$ cat src/rtl/vram_blit_ctrl_pkg.sv
// Shared types, widths and frame-compare helper for the VRAM blit scheduler.
package vram_blit_ctrl_pkg;

  localparam int FRAME_W_DEF = 32;
  localparam int PIX_W_DEF   = 24;
  localparam int LINE_W_DEF  = 16;
  localparam int STAT_W      = 16;

  typedef enum logic [2:0] {
    ST_IDLE   = 3'd0,
    ST_START  = 3'd1,
    ST_ARM    = 3'd2,
    ST_STREAM = 3'd3,
    ST_FLUSH  = 3'd4
  } blit_state_e;

  // True when frame a lies strictly after frame b, tolerant of counter wrap.
  function automatic logic frame_after(input logic [FRAME_W_DEF-1:0] a,
                                       input logic [FRAME_W_DEF-1:0] b);
    logic [FRAME_W_DEF-1:0] d;
    d = a - b;
    return (d != {FRAME_W_DEF{1'b0}}) && !d[FRAME_W_DEF-1];
  endfunction

endpackage

$ cat src/rtl/vram_blit_ctrl_if.sv
// Command, pixel, vram and statistics signals between the blit scheduler and its neighbours.
interface vram_blit_ctrl_if #(
  parameter int FRAME_W = vram_blit_ctrl_pkg::FRAME_W_DEF,
  parameter int PIX_W   = vram_blit_ctrl_pkg::PIX_W_DEF,
  parameter int LINE_W  = vram_blit_ctrl_pkg::LINE_W_DEF
);
  import vram_blit_ctrl_pkg::*;

  logic               cmd_valid;
  logic               cmd_ready;
  logic [FRAME_W-1:0] cmd_frame;
  logic [PIX_W-1:0]   cmd_pixels;
  logic [LINE_W-1:0]  cmd_line;
  logic               cmd_stop;
  logic               px_valid;
  logic               px_ready;
  logic [23:0]        px_rgb;
  logic               vram_ready;
  logic               vram_synced;
  logic [FRAME_W-1:0] vga_frame;
  logic [LINE_W-1:0]  vcount;
  logic               vram_req;
  logic [7:0]         r_vram_in;
  logic [7:0]         g_vram_in;
  logic [7:0]         b_vram_in;
  logic               vram_active;
  logic               vram_reset;
  logic               vga_frame_reset;
  logic               vga_wait_vblank;
  logic [STAT_W-1:0]  frames_done;
  logic [STAT_W-1:0]  frames_dropped;
  logic [STAT_W-1:0]  resyncs;

  modport master (
    output cmd_valid, cmd_frame, cmd_pixels, cmd_line, cmd_stop,
    output px_valid, px_rgb, vram_ready, vram_synced, vga_frame, vcount,
    input  cmd_ready, px_ready, vram_req, r_vram_in, g_vram_in, b_vram_in,
    input  vram_active, vram_reset, vga_frame_reset, vga_wait_vblank,
    input  frames_done, frames_dropped, resyncs
  );

  modport slave (
    input  cmd_valid, cmd_frame, cmd_pixels, cmd_line, cmd_stop,
    input  px_valid, px_rgb, vram_ready, vram_synced, vga_frame, vcount,
    output cmd_ready, px_ready, vram_req, r_vram_in, g_vram_in, b_vram_in,
    output vram_active, vram_reset, vga_frame_reset, vga_wait_vblank,
    output frames_done, frames_dropped, resyncs
  );

endinterface

$ cat src/rtl/vram_blit_ctrl_stat_cnt.sv
// Saturating event counter used for the blit statistics.
module blit_stat_cnt
  import vram_blit_ctrl_pkg::*;
(
  input  logic              clk_sys,
  input  logic              rst_n,
  input  logic              i_inc,
  output logic [STAT_W-1:0] o_cnt
);

  logic [STAT_W-1:0] r_cnt;

  always_ff @(posedge clk_sys or negedge rst_n) begin
    if (!rst_n) begin
      r_cnt <= '0;
    end else if (i_inc && (r_cnt != {STAT_W{1'b1}})) begin
      r_cnt <= r_cnt + STAT_W'(1);
    end else begin
      r_cnt <= r_cnt;
    end
  end

  assign o_cnt = r_cnt;

endmodule

$ cat src/rtl/vram_blit_ctrl.sv
// VRAM blit scheduler: arms one blit per frame against the raster, gates pixels
// into the vram write port, and recovers from vram read underruns.
module vram_blit_ctrl
  import vram_blit_ctrl_pkg::*;
#(
  parameter int FRAME_W = FRAME_W_DEF,
  parameter int PIX_W   = PIX_W_DEF,
  parameter int LINE_W  = LINE_W_DEF
) (
  input  logic            clk_sys,
  input  logic            reset_n,
  vram_blit_ctrl_if.slave bus
);

  blit_state_e        r_state;
  blit_state_e        w_state_nxt;
  logic [FRAME_W-1:0] r_cur_frame;
  logic [LINE_W-1:0]  r_cur_line;
  logic [PIX_W-1:0]   r_remaining;
  logic [PIX_W-1:0]   w_remaining_nxt;
  logic               r_run;
  logic               r_vram_active, w_vram_active_nxt;
  logic               r_vram_reset, w_vram_reset_nxt;
  logic               r_frame_reset, w_frame_reset_nxt;
  logic               r_wait_vblank, w_wait_vblank_nxt;
  logic               r_vram_req;
  logic [23:0]        r_rgb;
  logic               w_load, w_write, w_cmd_ready, w_px_ready;
  logic               w_inc_done, w_inc_drop, w_inc_resync;
  logic               w_stop, w_underrun, w_arm_go, w_rem_zero;
  logic [STAT_W-1:0]  w_frames_done, w_frames_dropped, w_resyncs;

  // Stop only acts while there is something to tear down, so a held level yields one reset pulse.
  assign w_stop     = bus.cmd_stop && ((r_state != ST_IDLE) || r_vram_active);
  assign w_underrun = !bus.vram_synced && r_vram_active &&
                      ((r_state == ST_ARM) || (r_state == ST_STREAM));
  assign w_rem_zero = (r_remaining == '0);
  assign w_arm_go   = (r_cur_line == '0) ||
                      ((bus.vga_frame == (r_cur_frame - FRAME_W'(1))) && (bus.vcount >= r_cur_line)) ||
                      !frame_after(r_cur_frame, bus.vga_frame);

  always_comb begin
    w_state_nxt       = r_state;
    w_remaining_nxt   = r_remaining;
    w_vram_active_nxt = r_vram_active;
    w_vram_reset_nxt  = 1'b0;
    w_frame_reset_nxt = 1'b0;
    w_wait_vblank_nxt = 1'b0;
    w_load            = 1'b0;
    w_write           = 1'b0;
    w_cmd_ready       = 1'b0;
    w_px_ready        = 1'b0;
    w_inc_done        = 1'b0;
    w_inc_drop        = 1'b0;
    w_inc_resync      = 1'b0;
    if (w_stop) begin
      w_state_nxt       = ST_IDLE;
      w_vram_active_nxt = 1'b0;
      w_vram_reset_nxt  = 1'b1;
    end else if (w_underrun) begin
      // Underrun wins over the pixel handshake: px_ready stays low this cycle.
      w_state_nxt       = ST_FLUSH;
      w_vram_reset_nxt  = 1'b1;
      w_wait_vblank_nxt = 1'b1;
      w_inc_resync      = 1'b1;
    end else begin
      case (r_state)
        ST_IDLE: begin
          w_cmd_ready = r_run && bus.vram_synced && !bus.cmd_stop;
          if (w_cmd_ready && bus.cmd_valid) begin
            w_load          = 1'b1;
            w_remaining_nxt = bus.cmd_pixels;
            if (!r_vram_active) begin
              w_state_nxt = ST_START;
            end else if (!frame_after(bus.cmd_frame, bus.vga_frame)) begin
              w_inc_drop  = 1'b1;
              w_state_nxt = ST_FLUSH;
            end else begin
              w_state_nxt = ST_ARM;
            end
          end else begin
            w_load = 1'b0;
          end
        end
        ST_START: begin
          w_vram_reset_nxt  = 1'b1;
          w_frame_reset_nxt = 1'b1;
          w_vram_active_nxt = 1'b1;
          w_state_nxt       = ST_ARM;
        end
        ST_ARM: begin
          if (w_arm_go) begin
            w_state_nxt = ST_STREAM;
          end else begin
            w_state_nxt = ST_ARM;
          end
        end
        ST_STREAM: begin
          if (w_rem_zero) begin
            w_inc_done  = 1'b1;
            w_state_nxt = ST_IDLE;
          end else begin
            w_px_ready = bus.vram_ready;
            if (w_px_ready && bus.px_valid) begin
              w_write         = 1'b1;
              w_remaining_nxt = r_remaining - PIX_W'(1);
            end else begin
              w_write = 1'b0;
            end
          end
        end
        ST_FLUSH: begin
          if (w_rem_zero) begin
            w_state_nxt = ST_IDLE;
          end else begin
            w_px_ready = 1'b1;
            if (bus.px_valid) begin
              w_remaining_nxt = r_remaining - PIX_W'(1);
            end else begin
              w_remaining_nxt = r_remaining;
            end
          end
        end
        default: begin
          w_state_nxt = ST_IDLE;
        end
      endcase
    end
  end

  always_ff @(posedge clk_sys or negedge reset_n) begin
    if (!reset_n) begin
      r_state <= ST_IDLE;
    end else begin
      r_state <= w_state_nxt;
    end
  end

  // r_run keeps cmd_ready low until the first clock after reset release.
  always_ff @(posedge clk_sys or negedge reset_n) begin
    if (!reset_n) begin
      r_run         <= 1'b0;
      r_cur_frame   <= '0;
      r_cur_line    <= '0;
      r_remaining   <= '0;
      r_vram_active <= 1'b0;
      r_vram_reset  <= 1'b0;
      r_frame_reset <= 1'b0;
      r_wait_vblank <= 1'b0;
      r_vram_req    <= 1'b0;
      r_rgb         <= 24'h000000;
    end else begin
      r_run         <= 1'b1;
      r_remaining   <= w_remaining_nxt;
      r_vram_active <= w_vram_active_nxt;
      r_vram_reset  <= w_vram_reset_nxt;
      r_frame_reset <= w_frame_reset_nxt;
      r_wait_vblank <= w_wait_vblank_nxt;
      r_vram_req    <= w_write;
      if (w_load) begin
        r_cur_frame <= bus.cmd_frame;
        r_cur_line  <= bus.cmd_line;
      end
      if (w_write) begin
        r_rgb <= bus.px_rgb;
      end
    end
  end

  blit_stat_cnt u_cnt_done (
    .clk_sys (clk_sys),
    .rst_n   (reset_n),
    .i_inc   (w_inc_done),
    .o_cnt   (w_frames_done)
  );

  blit_stat_cnt u_cnt_drop (
    .clk_sys (clk_sys),
    .rst_n   (reset_n),
    .i_inc   (w_inc_drop),
    .o_cnt   (w_frames_dropped)
  );

  blit_stat_cnt u_cnt_resync (
    .clk_sys (clk_sys),
    .rst_n   (reset_n),
    .i_inc   (w_inc_resync),
    .o_cnt   (w_resyncs)
  );

  assign bus.cmd_ready       = w_cmd_ready;
  assign bus.px_ready        = w_px_ready;
  assign bus.vram_req        = r_vram_req;
  assign bus.r_vram_in       = r_rgb[23:16];
  assign bus.g_vram_in       = r_rgb[15:8];
  assign bus.b_vram_in       = r_rgb[7:0];
  assign bus.vram_active     = r_vram_active;
  assign bus.vram_reset      = r_vram_reset;
  assign bus.vga_frame_reset = r_frame_reset;
  assign bus.vga_wait_vblank = r_wait_vblank;
  assign bus.frames_done     = w_frames_done;
  assign bus.frames_dropped  = w_frames_dropped;
  assign bus.resyncs         = w_resyncs;

endmodule

$ cat src/flat_wrapper.sv
// flat-port wrapper written by rule: the top's interface ports become plain ports
module vram_blit_ctrl_flat import vram_blit_ctrl_pkg::*;
#(
  parameter int FRAME_W = FRAME_W_DEF,
  parameter int PIX_W   = PIX_W_DEF,
  parameter int LINE_W  = LINE_W_DEF
)
  (clk_sys, reset_n, bus_cmd_valid, bus_cmd_frame, bus_cmd_pixels, bus_cmd_line, bus_cmd_stop, bus_px_valid, bus_px_rgb, bus_vram_ready, bus_vram_synced, bus_vga_frame, bus_vcount, bus_cmd_ready, bus_px_ready, bus_vram_req, bus_r_vram_in, bus_g_vram_in, bus_b_vram_in, bus_vram_active, bus_vram_reset, bus_vga_frame_reset, bus_vga_wait_vblank, bus_frames_done, bus_frames_dropped, bus_resyncs);
  vram_blit_ctrl_if #(.FRAME_W(FRAME_W), .PIX_W(PIX_W), .LINE_W(LINE_W)) bus_i ();
  input  logic clk_sys;
  input  logic reset_n;
  input wire logic [$bits(bus_i.cmd_valid)-1:0] bus_cmd_valid;
  input wire logic [$bits(bus_i.cmd_frame)-1:0] bus_cmd_frame;
  input wire logic [$bits(bus_i.cmd_pixels)-1:0] bus_cmd_pixels;
  input wire logic [$bits(bus_i.cmd_line)-1:0] bus_cmd_line;
  input wire logic [$bits(bus_i.cmd_stop)-1:0] bus_cmd_stop;
  input wire logic [$bits(bus_i.px_valid)-1:0] bus_px_valid;
  input wire logic [$bits(bus_i.px_rgb)-1:0] bus_px_rgb;
  input wire logic [$bits(bus_i.vram_ready)-1:0] bus_vram_ready;
  input wire logic [$bits(bus_i.vram_synced)-1:0] bus_vram_synced;
  input wire logic [$bits(bus_i.vga_frame)-1:0] bus_vga_frame;
  input wire logic [$bits(bus_i.vcount)-1:0] bus_vcount;
  output wire logic [$bits(bus_i.cmd_ready)-1:0] bus_cmd_ready;
  output wire logic [$bits(bus_i.px_ready)-1:0] bus_px_ready;
  output wire logic [$bits(bus_i.vram_req)-1:0] bus_vram_req;
  output wire logic [$bits(bus_i.r_vram_in)-1:0] bus_r_vram_in;
  output wire logic [$bits(bus_i.g_vram_in)-1:0] bus_g_vram_in;
  output wire logic [$bits(bus_i.b_vram_in)-1:0] bus_b_vram_in;
  output wire logic [$bits(bus_i.vram_active)-1:0] bus_vram_active;
  output wire logic [$bits(bus_i.vram_reset)-1:0] bus_vram_reset;
  output wire logic [$bits(bus_i.vga_frame_reset)-1:0] bus_vga_frame_reset;
  output wire logic [$bits(bus_i.vga_wait_vblank)-1:0] bus_vga_wait_vblank;
  output wire logic [$bits(bus_i.frames_done)-1:0] bus_frames_done;
  output wire logic [$bits(bus_i.frames_dropped)-1:0] bus_frames_dropped;
  output wire logic [$bits(bus_i.resyncs)-1:0] bus_resyncs;
  assign bus_i.cmd_valid = bus_cmd_valid;
  assign bus_i.cmd_frame = bus_cmd_frame;
  assign bus_i.cmd_pixels = bus_cmd_pixels;
  assign bus_i.cmd_line = bus_cmd_line;
  assign bus_i.cmd_stop = bus_cmd_stop;
  assign bus_i.px_valid = bus_px_valid;
  assign bus_i.px_rgb = bus_px_rgb;
  assign bus_i.vram_ready = bus_vram_ready;
  assign bus_i.vram_synced = bus_vram_synced;
  assign bus_i.vga_frame = bus_vga_frame;
  assign bus_i.vcount = bus_vcount;
  assign bus_cmd_ready = bus_i.cmd_ready;
  assign bus_px_ready = bus_i.px_ready;
  assign bus_vram_req = bus_i.vram_req;
  assign bus_r_vram_in = bus_i.r_vram_in;
  assign bus_g_vram_in = bus_i.g_vram_in;
  assign bus_b_vram_in = bus_i.b_vram_in;
  assign bus_vram_active = bus_i.vram_active;
  assign bus_vram_reset = bus_i.vram_reset;
  assign bus_vga_frame_reset = bus_i.vga_frame_reset;
  assign bus_vga_wait_vblank = bus_i.vga_wait_vblank;
  assign bus_frames_done = bus_i.frames_done;
  assign bus_frames_dropped = bus_i.frames_dropped;
  assign bus_resyncs = bus_i.resyncs;
  vram_blit_ctrl #(.FRAME_W(FRAME_W), .PIX_W(PIX_W), .LINE_W(LINE_W)) u_core (.clk_sys(clk_sys), .reset_n(reset_n), .bus(bus_i));
endmodule
$ cat config.mk
export PLATFORM = sky130hd
export DESIGN_NAME = vram_blit_ctrl_flat
export DESIGN_NICKNAME = d
export VERILOG_FILES = /design/src/rtl/vram_blit_ctrl_pkg.sv /design/src/rtl/vram_blit_ctrl_if.sv /design/src/rtl/vram_blit_ctrl_stat_cnt.sv /design/src/rtl/vram_blit_ctrl.sv /design/src/flat_wrapper.sv
export SDC_FILE = /design/constraint.sdc
export NUM_CORES = 1
export LEC_CHECK = 0
export BUFFER_PORTS_ARGS = -buffer_cell sky130_fd_sc_hd__buf_2
export CORE_AREA = 2 2 160 130
export DETAILED_ROUTE_END_ITERATION = 7
export DIE_AREA = 0 0 162 132
export PLACE_DENSITY = 0.87
export SYNTH_ARGS = -nofsm -noshare
export SYNTH_HDL_FRONTEND = slang
export SYNTH_SLANG_ARGS = --single-unit
$ cat constraint.sdc
create_clock -name clk_sys -period 7.67 [get_ports clk_sys]
set_clock_uncertainty 0.2 [all_clocks]
set_input_delay 1.534 -clock clk_sys [delete_from_list [all_inputs] [get_ports clk_sys]]
set_output_delay 1.534 -clock clk_sys [all_outputs]
set_load 0.02 [all_outputs]
==> results.yml <==
critical_path:
  path_cells: "buf_2 -> inv_1 -> ha_1 -> fa_1 -> nand2b_1 -> a211oi_1 -> o21ai_1 -> o311a_2 -> xnor2_1 -> or4_1 -> nor4_1 -> nand4_1 -> o21ai_4 -> nand2_2 -> mux2_1"
  startpoint_type: "input port"
  cp.arrival_ns: 5.71
  r2r-start: "u_core.r_cur_frame[1]$_DFFE_PN0P_"
  endpoint_kind: "register"
  cp.buffers_inverters: 2
  critPathSlowestCell: "a211oi_1"
  cp_top_family: "compound AO/OA/AOI/OAI gates"
  worst_ep_required_time_ns: 7.80
  max_stage_delay_ns: 0.50
  worstSetupPathType: "input port to register"
  critPathLaunch: "bus_cmd_frame[0]"
  worstPathMaxFanout: 18
placed_design:
  gp_congestion: 1.00
  place_inst: 1849
  place_ws_ns: 1.75
  dp_hpwl_um: 27900
  io_buffers: 229
yosys:
  syn_inst: 1401
  ys_warn_count: 0
  yosysSeqAreaShare: 0.317
  async_flop_share: 1.00
  synth_seq_cells: 153
  synth_fp_nets: 1637
  synth_edf_count: 0
  ys.flop_type: "dfrtp_1"
  ys_types: 84
  syn_area_um2: 12100
  avgSynthCellArea_um2: 8.63
floorplan:
  dieArea_um2: 21400
  die_x_um: 162
  die_h_um: 132
  rows: 46
  initial_core_util: 0.614
  core_um2: 19700
  io_pins: 230
timing:
  max_slew.worst_pin.slew_ns: 1.19
  fin_crit_sh: 0.727
  timing.final.ws_setup_ns: 2.10
  slew_headroom: 0.204
  slew_viol_final: 0
  fin_setup_tns_ns: 0
  max_freq_mhz: 179
  timing.hold.ws_ns: 0.288
  hold_viol: 0
  final-setup-viol-count: 0
  rsz0062_at_grt: "no"
  period_needed_ns: 5.57
clock_network:
  cts_made_buffers: 17
  clock_sinks: 153
  cts_max_level: 4
  cts_max_path_buffers: 2
  root_buffer: "clkbuf_16"
  cts_resized: 0
  insertion_delay_ns: 0.44
  clkTransAtPathRegs_ns: 0.08
  post_cts_buffers: 0
  ctsHoldBuffers: 0
  cts_tree: "done"
finish:
  layout-drive-gt1-share: 0.231
  utilization: 0.714
  area_growth_pct: 16.1
  nNetsFinal: 1840
  layoutNonFillerInstCount: 1884
worst_hold_path:
  hold_path_class: "register to register"
  hp-start: "u_core.u_cnt_done.o_cnt[9]$_DFFE_PN0P_"
power:
  p_per_area_nw_per_um2: 294
  p_int_mw: 2.25
  combPwrFrac: 0.478
  share_clk_of_total_power: 0.211
  switching_share: 0.454
  seqPwrFrac: 0.311
  vdd_drop_max_v: 0.000183
  power_switching_mw: 1.88
  leakage_nw: 6.73
detailed_routing:
  postRouteAntennaNets: 0
  route.detailed.drc: 0
  drt_iter0_drc: 1324
  dr.pass1.iters: 7
  num_vias: 11863
  wire_per_inst_um: 19.4
  wl_um: 36500
  vias_per_cell: 6.30
global_routing:
  overflow: 0
  antenna_found_initial: 3
  track_usage: 0.337
  grt_pass1_vias: 11000
  grt_pass1_wl_um: 57900
  grt_max_degree: 95
flow_run:
  drv_cap: 0
run_status:
  status: "completed"
[area by class of cell]
cell class | instances | area, um^2
multi-input combinational | 1112 | 7760
fill | 1537 | 5640
sequential | 153 | 3830
timing repair buffer | 235 | 1200
clock buffer | 17 | 425
tap | 264 | 330
inverter | 85 | 319
clock inverter | 15 | 180
antenna | 3 | 7.51
[path summary, 6_finish.rpt]
path	to	depth (start not counted)	slack [ns]
worst max-delay path	u_core.u_cnt_drop.o_cnt[1]$_DFFE_PN0P_	15	2.10
max in group asynchronous	u_core.u_cnt_drop.o_cnt[2]$_DFFE_PN0P_	2	4.95
worst min register to register	u_core.u_cnt_done.o_cnt[9]$_DFFE_PN0P_	1	0.29
worst min-delay path	u_core.u_cnt_done.o_cnt[9]$_DFFE_PN0P_	1	0.29
worst max register to register	u_core.r_state[0]$_DFFE_PN0P_	10	3.00
min in group asynchronous	u_core.r_cur_frame[0]$_DFFE_PN0P_	1	0.99
[cell usage in the layout (no fill, tap or decap), drive strengths merged, types with 7 or more instances in the layout]
cell type and instances:
nand3 55, o21a 11, or3 13, a21oi 108, dfrtp 153, xnor2 65
o211ai 8, clkinv 8, nor2 109, a31oi 15, nand2 103, o21ai 91
ha 83, and2 8, nand2b 12, xor2 45, mux2i 7, nand4 33
mux2 76, or4 8, inv 92, a22oi 7, a211oi 13, nor3b 8
and3 25, buf 235, nor2b 8, o21bai 7, nor4 24, o2111ai 9
clkbuf 17, a21o 26, o31ai 7, nor3 45
[power groups by stage]
stage	Clock, mW	Sequential [mW]	Combinational [mW]
finish	0.872	1.28	1.97
CTS	0.874	1.27	1.92
global route	0.913	1.31	2.18
detailed placement	0	1.28	1.90
global placement	0	1.27	1.85
floorplan	0	1.19	1.46
[cells in the mapped netlist (5+ instances only)]
library cell	number	area [um^2]
o21a_1	11	82.6
dfrtp_1	153	3830
a21oi_1	108	541
xor2_1	45	394
a21o_1	26	195
inv_1	85	319
or3_1	12	75.1
ha_1	83	1040
and3_1	24	150
nand4_1	32	200
xnor2_1	65	569
o211ai_1	8	60.1
o21ai_0	85	425
a31oi_1	15	93.8
nor2_1	103	387
nor3b_1	7	52.6
nand2_1	102	383
nand3b_1	5	37.5
o2111ai_1	9	78.8
a211o_1	5	43.8
mux2_2	75	845
mux2i_1	7	70.1
nor2_2	6	37.5
or4_1	6	45.0
o31ai_1	7	52.6
and2_1	8	50.1
nand3_1	54	270
or2_2	5	31.3
a211oi_1	13	97.6
nor3_1	45	225
a22oi_1	7	52.6
clkbuf_1	47	176
nor2b_1	8	50.1
nand2b_1	11	68.8
a221oi_1	6	52.6
nor4_1	22	138
o21bai_1	7	52.6
[stage by stage]
stage | cell area (um^2) | total power, mW
3_3_place_gp | 13400 | 3.12
2_1_floorplan | 12100 | 2.65
6_report | 14000 | 4.13
5_1_grt | 14000 | 4.40
4_1_cts | 14000 | 4.07
3_5_place_dp | 13400 | 3.18
[worst reg2reg max path: stages, from the launching register on]
cell,delay (ns)
dfrtp_1,0.46
nor3_1,0.60
nand3_1,0.47
nor4b_2,0.65
nand2_1,0.14
xnor2_1,0.26
a2111oi_0,0.72
nand4_1,0.28
or4_1,0.47
a41o_1,0.25
o41ai_1,0.05
[cell families after synthesis]
kind of cell             Yosys count  share of synthesized area
AO/OA/AOI/OAI                    357                      0.188
multiplexers                      83                     0.0765
buffers and inverters            136                     0.0429
XOR/XNOR                         110                     0.0797
other                              1                   0.000310
flip-flops                       153                      0.317
adder cells (fa/ha/maj)           85                     0.0892
AND/OR/NAND/NOR                  476                      0.207
[metal layers]
metal,global-route usage,vias to the layer above,share of wire
li1,-,5545,-
met1,0.481,5596,0.43
met2,0.504,634,0.44
met3,0.0799,88,0.10
met4,0.113,0,0.030
met5,0,-,0
[sequential cells by signal (all words and copies together), names as in the netlist, 3 cells and up]
name,count
u_core.u_cnt_done.o_cnt,16
u_core.r_remaining,24
u_core.r_rgb,24
u_core.u_cnt_drop.o_cnt,16
u_core.u_cnt_resync.o_cnt,16
u_core.r_cur_line,16
u_core.r_cur_frame,32
u_core.r_state,3
Power figures use the tool's default switching activity.
